<file path="config.mk">
export PLATFORM = sky130hd
export DESIGN_NAME = arcade_dial
export DESIGN_NICKNAME = d
export VERILOG_FILES = /design/src/rtl/arcade_dial.sv
export SDC_FILE = /design/constraint.sdc
export NUM_CORES = 1
export LEC_CHECK = 0
export BUFFER_PORTS_ARGS = -buffer_cell sky130_fd_sc_hd__buf_2
export CAP_MARGIN = 30
export CORE_MARGIN = 5
export CORE_UTILIZATION = 45
export CTS_CLUSTER_SIZE = 28
export DETAILED_ROUTE_END_ITERATION = 7
export PLACE_DENSITY_LB_ADDON = 0.05
export SYNTH_ARGS = -nofsm -noshare
export SYNTH_HDL_FRONTEND = slang
export SYNTH_SLANG_ARGS = --single-unit
</file>
<file path="constraint.sdc">
create_clock -name clk_sys -period 7.5 [get_ports clk_sys]
set_clock_uncertainty 0.05 [all_clocks]
set_input_delay 1.125 -clock clk_sys [delete_from_list [all_inputs] [get_ports clk_sys]]
set_output_delay 1.125 -clock clk_sys [all_outputs]
set_load 0.05 [all_outputs]
</file>
<file path="src/rtl/arcade_dial.sv">
// arcade_dial: multi-channel dial/spinner emulator with binary, Gray and quadrature-tracked outputs.
// Define DIAL_ACCEL_EN to enable hold acceleration. Without it, every step is 1.
module arcade_dial #(
    parameter int CHANNELS     = 2,
    parameter int WIDTH        = 7,
    parameter int STEP_MAX     = 4,
    parameter int ACCEL_FRAMES = 8,
    parameter int PHASE_DIV    = 64
) (
    input  logic                      clk_sys,
    input  logic                      reset,
    input  logic                      strobe,
    input  logic [CHANNELS-1:0]       btn_left,
    input  logic [CHANNELS-1:0]       btn_right,
    input  logic [1:0]                mode,
    output logic [CHANNELS*WIDTH-1:0] dial_out,
    output logic [CHANNELS-1:0]       quad_a,
    output logic [CHANNELS-1:0]       quad_b,
    output logic [CHANNELS-1:0]       moving
);

    if (WIDTH < 2 || STEP_MAX < 1 || STEP_MAX > (1 << WIDTH) - 1 ||
        ACCEL_FRAMES < 1 || PHASE_DIV < 2) begin : g_param_check
        $error("arcade_dial: invalid parameter set");
    end

    localparam int PW = $clog2(PHASE_DIV);
    localparam logic [WIDTH-1:0] HALF = {1'b1, {(WIDTH-1){1'b0}}};

    typedef enum logic {IDLE, MOVE} state_t;

    state_t                   state_q [CHANNELS];
    logic [WIDTH-1:0]         pos_q   [CHANNELS];
    logic [WIDTH-1:0]         phase_q [CHANNELS];
    logic [CHANNELS-1:0]      dir_q;
    logic [PW-1:0]            pdiv_q;
    logic                     strobe_q;
    logic [CHANNELS*WIDTH-1:0] dial_q;

    logic                     frame_edge;
    logic                     pdiv_wrap;
    logic [CHANNELS-1:0]      one_btn;
    logic [WIDTH-1:0]         step_d  [CHANNELS];
    logic [WIDTH-1:0]         phase_d [CHANNELS];
    logic [WIDTH-1:0]         diff_w  [CHANNELS];
    logic [WIDTH-1:0]         gray_w  [CHANNELS];
    logic [CHANNELS*WIDTH-1:0] dial_d;

`ifdef DIAL_ACCEL_EN
    localparam int HMAX = STEP_MAX * ACCEL_FRAMES;
    localparam int HW   = $clog2(HMAX + 1);

    logic [HW-1:0] held_q [CHANNELS];
    logic [HW-1:0] held_d [CHANNELS];

    function automatic logic [WIDTH-1:0] step_of(input logic [HW-1:0] n);
        int unsigned s;
        s = 1 + (32'(n) - 1) / ACCEL_FRAMES;
        if (s > STEP_MAX) s = STEP_MAX;
        return s[WIDTH-1:0];
    endfunction
`endif

    assign frame_edge = strobe && !strobe_q;
    assign pdiv_wrap  = (pdiv_q == PW'(PHASE_DIV - 1));

    always_comb begin
        dial_d = '0;
        for (int unsigned c = 0; c < CHANNELS; c++) begin
            one_btn[c] = btn_left[c] ^ btn_right[c];
`ifdef DIAL_ACCEL_EN
            // A reversal restarts the hold count so the first reversed step is 1.
            if (!one_btn[c])
                held_d[c] = '0;
            else if (state_q[c] == MOVE && btn_right[c] != dir_q[c])
                held_d[c] = HW'(1);
            else if (held_q[c] == HW'(HMAX))
                held_d[c] = held_q[c];
            else
                held_d[c] = held_q[c] + HW'(1);
            step_d[c] = step_of(held_d[c]);
`else
            step_d[c] = WIDTH'(1);
`endif
            // Shorter modular path: up when the upward distance is at most half the ring.
            diff_w[c]  = pos_q[c] - phase_q[c];
            phase_d[c] = phase_q[c];
            if (pdiv_wrap && diff_w[c] != '0)
                phase_d[c] = (diff_w[c] <= HALF) ? phase_q[c] + WIDTH'(1)
                                                 : phase_q[c] - WIDTH'(1);

            gray_w[c] = phase_q[c] ^ (phase_q[c] >> 1);
            quad_a[c] = gray_w[c][1];
            quad_b[c] = gray_w[c][0];
            moving[c] = (phase_q[c] != pos_q[c]);

            case (mode)
                2'b01:   dial_d[c*WIDTH +: WIDTH] = pos_q[c] ^ (pos_q[c] >> 1);
                2'b10:   dial_d[c*WIDTH +: WIDTH] = phase_q[c];
                default: dial_d[c*WIDTH +: WIDTH] = pos_q[c];
            endcase
        end
    end

    always_ff @(posedge clk_sys) begin
        if (reset) begin
            strobe_q <= 1'b0;
            pdiv_q   <= '0;
            dial_q   <= '0;
            dir_q    <= '0;
            for (int unsigned c = 0; c < CHANNELS; c++) begin
                state_q[c] <= IDLE;
                pos_q[c]   <= '0;
                phase_q[c] <= '0;
`ifdef DIAL_ACCEL_EN
                held_q[c]  <= '0;
`endif
            end
        end else begin
            strobe_q <= strobe;
            pdiv_q   <= pdiv_wrap ? '0 : pdiv_q + PW'(1);
            dial_q   <= dial_d;
            for (int unsigned c = 0; c < CHANNELS; c++) begin
                phase_q[c] <= phase_d[c];
                if (frame_edge) begin
`ifdef DIAL_ACCEL_EN
                    held_q[c] <= held_d[c];
`endif
                    if (one_btn[c]) begin
                        state_q[c] <= MOVE;
                        dir_q[c]   <= btn_right[c];
                        pos_q[c]   <= btn_right[c] ? pos_q[c] + step_d[c]
                                                   : pos_q[c] - step_d[c];
                    end else begin
                        state_q[c] <= IDLE;
                    end
                end
            end
        end
    end

    assign dial_out = dial_q;

endmodule

</file>
==> flow_metrics.env <==
export IMPL_status="finished clean"
export IMPL_finalWeightedCongestion=0.906
export IMPL_grt_pass1_vias=3005
export IMPL_clk_pin_slew_worst_paths_ps=100
export IMPL_slew_viol_final=0
export IMPL_synth_edff_count=14
export IMPL_hpwl_mm=6.03
export IMPL_cts_buffers_inserted=5
export IMPL_syn_inst=425
export IMPL_start_util_pct=46.5
export IMPL_drtIter0Drc=93
export IMPL_antenna_diode_count=0
export IMPL_die_area_um2=9910
export IMPL_relSlewSlack_pct=45.6
export IMPL_num_fill_cells=762
export IMPL_drtAntennaViolNets=0
export IMPL_cts_setup_buffers=0
export IMPL_drt_vias_per_instance=5.57
export IMPL_drc_errors=0
export IMPL_max_cap_violations=0
export IMPL_final_nets=497
export IMPL_power_density_nw_per_um2=179
export IMPL_antenna_found_initial=0
export IMPL_min_period_ps=3870
export IMPL_root_buffer="clkbuf_8"
export IMPL_synth_seq_area_share_pct=31.1
export IMPL_grt_overflow_total=0
export IMPL_die_h_um=99.6
export IMPL_fin_crit_sh_pct=51.6
export IMPL_core_um2=7770
export IMPL_startpoint_type="flip-flop"
export IMPL_startpoint="pos_q[0][10]$_SDFFCE_PN0P_"
export IMPL_synth_nets=473
export IMPL_critical_path_class="flip-flop to flip-flop"
export IMPL_synth_area_um2=3610
export IMPL_leakagePower_nw=1.62
export IMPL_post_cts_resized=0
export IMPL_max_freq_mhz=259
export IMPL_ys_warn_count=0
export IMPL_route_vias_total=3074
export IMPL_clk_latency_ps=310
export IMPL_port_buffers=28
export IMPL_hold_path_class="flip-flop to flip-flop"
export IMPL_wl_per_cell_um=14.7
export IMPL_hp_start="pdiv_q[0]$_SDFF_PP0_"
export IMPL_cp_end_kind="flip-flop"
export IMPL_cts_max_level=2
export IMPL_rows=32
export IMPL_synth_avg_cell_area_um2=8.49
export IMPL_synth_seq_cells=49
export IMPL_wirelength_mm=8.13
export IMPL_peakVddDrop_mv=0.0898
export IMPL_hold_buffers=0
export IMPL_ys_types=54
export IMPL_synth_top_flop_cell="dfxtp_1"
export IMPL_setup_tns_ps=0
export IMPL_dieWidth_um=99.6
export IMPL_hold_viol=0
export IMPL_worstReg2RegStart="pos_q[0][10]$_SDFFCE_PN0P_"
export IMPL_cts_tree="built"
export IMPL_drive_gt1_share_pct=11.1
export IMPL_multiInputGateArea_um2=2330
export IMPL_cp_arrival_ps=4050
export IMPL_dr_pass1_iters=4
export IMPL_rsz0062_at_grt="no"
export IMPL_register_area_um2=1120
export IMPL_cts_sinks=49
export IMPL_clock_path_buffers=2
export IMPL_worstPathMaxFanout=7
export IMPL_grt_max_degree=39
export IMPL_track_usage_pct=17.1
export IMPL_final_core_util_pct=51.0
export IMPL_grt_pass1_wl_mm=14.1
export IMPL_syn_to_final_growth_pct=9.74
export IMPL_io_pins=29
export IMPL_async_reset_ff_share_pct=0
export IMPL_crit_required_ps=7680
export IMPL_worst_pin_slew_ps=810
export IMPL_setup_viol_count_final=0
==> path summary, 6_finish.rpt <==
path         cells after the start                          end  slack [ps]
max                             12  phase_q[0][13]$_SDFFE_PP0P_        3630
min                              1         pdiv_q[0]$_SDFF_PP0_         430
max reg2reg                     12  phase_q[0][13]$_SDFFE_PP0P_        3630
min reg2reg                      1         pdiv_q[0]$_SDFF_PP0_         430
==> cells by family (layout without fill, tap and decap cells) <==
kind of cell    after synthesis  after routing  share of synthesized area, %
simple gates                133            133                          18.8
buf+inv                      42             67                          4.40
xor+xnor                     32             32                          7.76
flops                        49             49                          31.1
fa+ha+maj                    39             39                          14.4
mux                           3              3                         0.936
compound gates              127            127                          22.7
==> stage by stage <==
stage	total power, mW	std cells	area [um2]	hold slack [ps]	setup WS, ps
2_1_floorplan	0.473	425	3610	382	4070
3_3_place_gp	0.513	542	3830	400	3830
3_5_place_dp	0.516	543	3840	407	3660
4_1_cts	0.720	551	3960	427	3630
5_1_grt	0.756	552	3960	462	3330
6_report	0.711	552	3960	427	3630
==> layout make-up <==
cell class	instances	area share, %
tap	102	3.22
multi-input combinational	334	58.8
clock inverter	1	0.758
timing repair buffer	32	4.17
inverter	27	2.56
clock buffer	7	2.18
sequential	49	28.3
==> cells in the mapped netlist, types with 4 or more instances <==
library cell | count | area, um2
nand3b_1 | 4 | 30.0
edfxtp_1 | 14 | 420
nor2b_1 | 15 | 93.8
o21ai_0 | 33 | 165
a22oi_1 | 6 | 45.0
nand3_1 | 13 | 65.1
clkbuf_1 | 12 | 45.0
inv_1 | 27 | 101
nor3_1 | 5 | 25.0
o21bai_1 | 7 | 52.6
nor2_1 | 45 | 169
nand2b_1 | 10 | 62.6
a21oi_1 | 37 | 185
xor2_1 | 11 | 96.3
and4_1 | 4 | 35.0
ha_1 | 35 | 438
nand4_1 | 5 | 31.3
a21o_1 | 8 | 60.1
a221oi_1 | 4 | 35.0
dfxtp_1 | 35 | 701
fa_1 | 4 | 80.1
xnor2_1 | 21 | 184
o21a_1 | 6 | 45.0
nand2_1 | 20 | 75.1
==> critical path: stages, from the launching register on <==
cell and delay [ps]:
edfxtp_1 470, ha_1 400, and4_1 240, o21ai_1 100, a31oi_1 240, nor3_1 740, fa_1 380, a211oi_1 90
o21bai_1 150, a21oi_1 140, nand3b_1 180, or4b_1 510, o2111ai_1 110
==> power breakdown <==
| part | total (mW) | switching (mW) | internal [mW] |
|---|---|---|---|
| logic | 0.209 | 0.127 | 0.0820 |
| clock network | 0.200 | 0.0911 | 0.109 |
| registers | 0.302 | 0.0141 | 0.288 |
==> flip-flops by register name, summed over array words and instances, names as in the netlist <==
name / cells
dial_out: 14
pdiv_q: 6
phase_q: 14
pos_q: 14
strobe_q: 1
==> cell usage in the layout (no fill, tap or decap), drive strengths merged, types with 3 or more instances in the layout <==
| cell type | netlist | routed |
|---|---|---|
| a21oi | 37 | 37 |
| nand3b | 4 | 4 |
| ha | 35 | 35 |
| nand2 | 20 | 20 |
| or2 | 3 | 3 |
| o21ai | 35 | 35 |
| nor2b | 15 | 15 |
| nand3 | 13 | 13 |
| a211oi | 3 | 3 |
| xnor2 | 21 | 21 |
| inv | 27 | 27 |
| buf | 3 | 32 |
| a22oi | 6 | 6 |
| nand4 | 5 | 5 |
| edfxtp | 14 | 14 |
| clkbuf | 12 | 7 |
| fa | 4 | 4 |
| xor2 | 11 | 11 |
| nand2b | 10 | 10 |
| o21bai | 7 | 7 |
| and4 | 4 | 4 |
| a221oi | 4 | 4 |
| dfxtp | 35 | 35 |
| o211ai | 3 | 3 |
| a21o | 10 | 10 |
| mux2 | 3 | 3 |
| o21a | 6 | 6 |
| nor3 | 5 | 5 |
| nor2 | 45 | 45 |
==> layer usage <==
layer  routed length, um  track usage, %  vias to the layer above
met5                   0               0                        -
met4                 172            5.67                        0
met3                 196            1.75                       12
met1                3830            22.2                     1453
met2                3930            29.8                       47
li1                    -               -                     1562
Power figures use the tool's default switching activity.
